===== config.mk =====
export PLATFORM = sky130hd
export DESIGN_NAME = uart_tx_fifo
export DESIGN_NICKNAME = d
export VERILOG_FILES = /design/src/rtl/uart_tx_fifo.sv
export SDC_FILE = /design/constraint.sdc
export NUM_CORES = 1
export LEC_CHECK = 0
export CORE_UTILIZATION = 65
export DETAILED_ROUTE_END_ITERATION = 10
export GPL_ROUTABILITY_DRIVEN = 0
export GPL_TIMING_DRIVEN = 0
export HOLD_SLACK_MARGIN = 0.12
export PLACE_DENSITY = 0.84
export SLEW_MARGIN = 20
export SYNTH_ARGS = -nofsm -noshare
export SYNTH_HDL_FRONTEND = slang
export SYNTH_SLANG_ARGS = --single-unit

===== constraint.sdc =====
create_clock -name clock -period 4.7 [get_ports clock]
set_input_delay 0.94 -clock clock [delete_from_list [all_inputs] [get_ports clock]]
set_output_delay 0.94 -clock clock [all_outputs]
set_load 0.01 [all_outputs]

===== src/rtl/uart_tx_fifo.sv =====
// Byte-oriented UART transmitter: rising-edge push into a small FIFO, then 8N1
// serialisation LSB first, with back-to-back frames sent without an idle gap.
module uart_tx_fifo #(
  parameter int CLKS_PER_BIT = 208,
  parameter int DEPTH        = 8
) (
  input  logic       clock,
  input  logic       reset_n,
  input  logic       tx_start,
  input  logic [7:0] tx_data,
  output logic       tx,
  output logic       busy,
  output logic       full,
  output logic       overflow
);

  localparam int AW = $clog2(DEPTH);
  localparam int CW = $clog2(CLKS_PER_BIT);
  localparam logic [CW-1:0] BAUD_LAST = CW'(CLKS_PER_BIT - 1);
  localparam logic [CW-1:0] BAUD_ONE  = CW'(1);
  localparam logic [AW:0]   PTR_ONE   = (AW+1)'(1);

  typedef enum logic [1:0] {IDLE, START, DATA, STOP} state_t;

  state_t        state, state_nx;
  logic [CW-1:0] baud_cnt, baud_nx;
  logic [2:0]    bit_idx, bit_nx;
  logic [7:0]    shift, shift_nx;
  logic          tx_q, tx_nx;
  logic          start_q;
  logic [7:0]    mem [DEPTH];
  logic [AW:0]   wr_ptr, rd_ptr;
  logic          empty, push, pop, push_ok, baud_end;

  // Pointers carry one extra wrap bit so full and empty are distinguishable.
  assign empty   = (wr_ptr == rd_ptr);
  assign full    = (wr_ptr[AW] != rd_ptr[AW]) && (wr_ptr[AW-1:0] == rd_ptr[AW-1:0]);
  assign push    = tx_start && !start_q;
  assign push_ok = push && (!full || pop);

  always_ff @(posedge clock or negedge reset_n) begin
    if (!reset_n) begin
      start_q  <= 1'b0;
      wr_ptr   <= '0;
      rd_ptr   <= '0;
      overflow <= 1'b0;
    end else begin
      start_q  <= tx_start;
      overflow <= push && full && !pop;
      if (push_ok) wr_ptr <= wr_ptr + PTR_ONE;
      if (pop)     rd_ptr <= rd_ptr + PTR_ONE;
    end
  end

  always_ff @(posedge clock) begin
    if (push_ok) mem[wr_ptr[AW-1:0]] <= tx_data;
  end

  // Serialiser: tx is registered and driven from the next-state logic.
  always_ff @(posedge clock or negedge reset_n) begin
    if (!reset_n) begin
      state    <= IDLE;
      baud_cnt <= '0;
      bit_idx  <= '0;
      tx_q     <= 1'b1;
    end else begin
      state    <= state_nx;
      baud_cnt <= baud_nx;
      bit_idx  <= bit_nx;
      tx_q     <= tx_nx;
    end
  end

  always_ff @(posedge clock) begin
    shift <= shift_nx;
  end

  assign baud_end = (baud_cnt == BAUD_LAST);

  always_comb begin
    state_nx = state;
    baud_nx  = baud_cnt;
    bit_nx   = bit_idx;
    shift_nx = shift;
    tx_nx    = tx_q;
    pop      = 1'b0;
    case (state)
      IDLE: begin
        tx_nx = 1'b1;
        if (!empty) begin
          pop      = 1'b1;
          shift_nx = mem[rd_ptr[AW-1:0]];
          baud_nx  = '0;
          tx_nx    = 1'b0;
          state_nx = START;
        end
      end
      START: begin
        if (baud_end) begin
          baud_nx  = '0;
          bit_nx   = '0;
          tx_nx    = shift[0];
          state_nx = DATA;
        end else begin
          baud_nx = baud_cnt + BAUD_ONE;
        end
      end
      DATA: begin
        if (baud_end) begin
          baud_nx  = '0;
          shift_nx = {1'b0, shift[7:1]};
          if (bit_idx == 3'd7) begin
            tx_nx    = 1'b1;
            state_nx = STOP;
          end else begin
            bit_nx = bit_idx + 3'd1;
            tx_nx  = shift[1];
          end
        end else begin
          baud_nx = baud_cnt + BAUD_ONE;
        end
      end
      STOP: begin
        if (baud_end) begin
          baud_nx = '0;
          // Chain straight into the next start bit when more bytes are queued.
          if (!empty) begin
            pop      = 1'b1;
            shift_nx = mem[rd_ptr[AW-1:0]];
            tx_nx    = 1'b0;
            state_nx = START;
          end else begin
            tx_nx    = 1'b1;
            state_nx = IDLE;
          end
        end else begin
          baud_nx = baud_cnt + BAUD_ONE;
        end
      end
      default: state_nx = IDLE;
    endcase
  end

  assign tx   = tx_q;
  assign busy = (state != IDLE) || !empty;

endmodule


==> out/metrics.yaml <==
p_per_area_mw_per_mm2: 601.6
path_class: "register to output port"
crit_slowest_cell: "clkdlybuf4s50_1"
postCtsHoldBufs: 0
rsz0062_at_grt: "false"
ys_ff_latch: 96
maxSlewHeadroom_pct: 24.57
core_sq_mm: 0.006422
hpwl_um: 5044
critPathLaunchType: "register"
synth_seq_area_share_pct: 63.28
cts_buffer_depth: 2
drt-vias-per-instance: 6.394
syn2layout_area_growth_pct: 11.17
outcome: "completed"
cts_resized: 0
fin_area_sq_mm: 0.004856
drt_iter0_markers: 147
r2r_start: "state[0]$_DFFE_PN0P_"
postRouteAntennaNets: 0
syn-cell-area_sq_mm: 0.004368
yosysTopAreaCellShare_pct: 49.50
cts_buffers: 9
tightest_slew_ns: 1.129
synth.largest_area_cell: "edfxtp_1"
nNetsFinal: 315
globalRoute.totalOverflow: 0
r2r_setup_slack_ns: 1.73
ys.flop_type: "edfxtp_1"
num_rows: 29
setup_viol: 0
setup_slack_ns: 1.244
synth_commonest_cells: "edfxtp_1 (72), dfrtp_1 (23), a22o_1 (14)"
clock_sinks: 96
root_buffer: "clkbuf_8"
first_global_vias: 2413
yosysWarningCount: 0
num_antenna_cells: 0
io_pins: 15
cp_cell_sequence: "inv_1, ha_1, clkbuf_1, inv_1, nor2_1, inv_1, clkdlybuf4s50_1"
clk_pin_slew_ns: 0.09
worst_ep_arrival_time_ns: 2.52
synth_area_leaders: "edfxtp_1 (49%), dfrtp_1 (13%), mux4_2 (5.2%), mux4_1 (3.6%), ha_1 (2.9%)"
synth_edf_count: 72
syn_inst: 268
path_max_fanout: 10
cellLeakagePower_nw: 1.794
end_kind: "output port"
place_area_sq_mm: 0.004637
ys_async_sr_fraction_pct: 25.00
min_path_type: "register to register"
num-fill-cells: 385
drv_cap: 0
initial_utilization_pct: 68.01
hold_viol: 0
cp.required_ns: 3.76
dr.pass1.iters: 4
synth.most_common_cell: "edfxtp_1"
avgSynthCellArea_sq_um: 16.30
final_core_util_pct: 75.61
cpPeakStageDelay_ns: 0.48
fp.dieW_um: 83.98
min_from: "tx$_DFFE_PN1P_"
skew_ns: 0.008089
drive_above_1_share_pct: 21.74
cp_top_family: "buffers and inverters"
vias: 2404
clkLatencyLatePin_ns: 0.36
tns_ns: 0
slew_viol_final: 0
crit_start: "state[0]$_DFFE_PN0P_"
post-route-min-period_ns: 3.456
dieArea_sq_mm: 0.007052
path_buf_inv: 5
cts_tree: "yes"
max_freq_mhz: 289.4
routedWlPerCell_um: 20.28
drc: 0
grt_use_total_pct: 23.56
design_power_total_mw: 2.921
htree_levels: 3
period_share_pct: 73.52
antenna_found_initial: 0
grt_max_degree: 25
post_cts_buffers: 0
post-place-ws_ns: 1.190
irDropWorstVdd_v: 0.0003078
syn-num-nets: 289
fp.dieH_um: 83.98
synthDistinctLibCells: 53
finalWirelength_um: 7624
grt_first_pass_wirelength_um: 12210
io_buffers: 14
cpMostUsedCell: "inv_1"
## worst reg2reg max path, stage by stage, from the launching register on
cell and delay (ns):
dfrtp_1 0.44, inv_1 0.12, ha_1 0.30, clkbuf_1 0.24, nand2b_1 0.22, o22a_1 0.19
buf_6 0.16, nor4b_2 0.92
## metal layers
metal,part of all wire (%),GRT usage (%),up-vias
li1,-,-,1115
met3,3.8,4.748,16
met2,51,39.27,61
met5,0,0,-
met1,43,30.57,1212
met4,2.0,9.561,0
## final cells by class
class / count / area [sq um] / share of cell area [%]
tap: 77 / 96.34 / 1.984
inverter: 7 / 26.28 / 0.5411
clock inverter: 7 / 76.32 / 1.572
buffer: 17 / 116.4 / 2.396
timing repair buffer: 15 / 142.6 / 2.937
multi-input combinational: 148 / 1510 / 31.10
sequential: 96 / 2764 / 56.92
clock buffer: 9 / 123.9 / 2.551
## sequential cells by signal (all words and copies together) (netlist names)
| name | cells |
|---|---|
| baud_cnt | 8 |
| start_q | 1 |
| rd_ptr | 4 |
| tx | 1 |
| shift | 8 |
| overflow | 1 |
| mem | 64 |
| state | 2 |
| bit_idx | 3 |
| wr_ptr | 4 |
## cells by family after synthesis
logic type / share of synthesized area [%]
fa+ha+maj: 2.865
mux: 12.37
flops: 63.28
xor+xnor: 2.779
buf+inv: 3.265
simple gates: 8.078
compound gates: 7.362
## placed cells by master, fill, tap and decap left out, drive strengths merged, types with 3 or more instances in the layout
cell type	count
mux2	11
a21oi	3
a22o	14
nand4	3
xnor2	6
nor3	5
nand2b	4
dfrtp	23
mux4	16
xor2	7
nor2	6
nand3	6
mux2i	3
clkdlybuf4s50	13
clkbuf	16
nand2	10
nor4b	4
o21ai	8
buf	12
ha	10
and3	3
inv	10
edfxtp	72
## through the flow
| stage | hold slack, ns | std cells |
|---|---|---|
| finish | 0.4830 | 376 |
| global route | 0.4949 | 376 |
| CTS | 0.4846 | 376 |
| detailed placement | 0.4698 | 360 |
| global placement | 0.4694 | 359 |
| floorplan | 0.4775 | 268 |
## power breakdown
group	switching [mW]	total, mW	leakage, nW	internal [mW]
registers	0.0887	1.20	0.958	1.11
logic	0.618	1.17	0.739	0.552
clock network	0.296	0.547	0.0966	0.251
## path summary, 6_finish.rpt
check	cells after the start	to
hold reg to reg	2	tx$_DFFE_PN1P_
max in group asynchronous	1	state[0]$_DFFE_PN0P_
setup / recovery	7	busy
hold / removal	2	tx$_DFFE_PN1P_
min in group asynchronous	1	baud_cnt[5]$_DFFE_PN0P_
setup reg to reg	7	mem[1][7]$_DFFE_PP_
No activity file was read; power rests on OpenSTA's default activity.
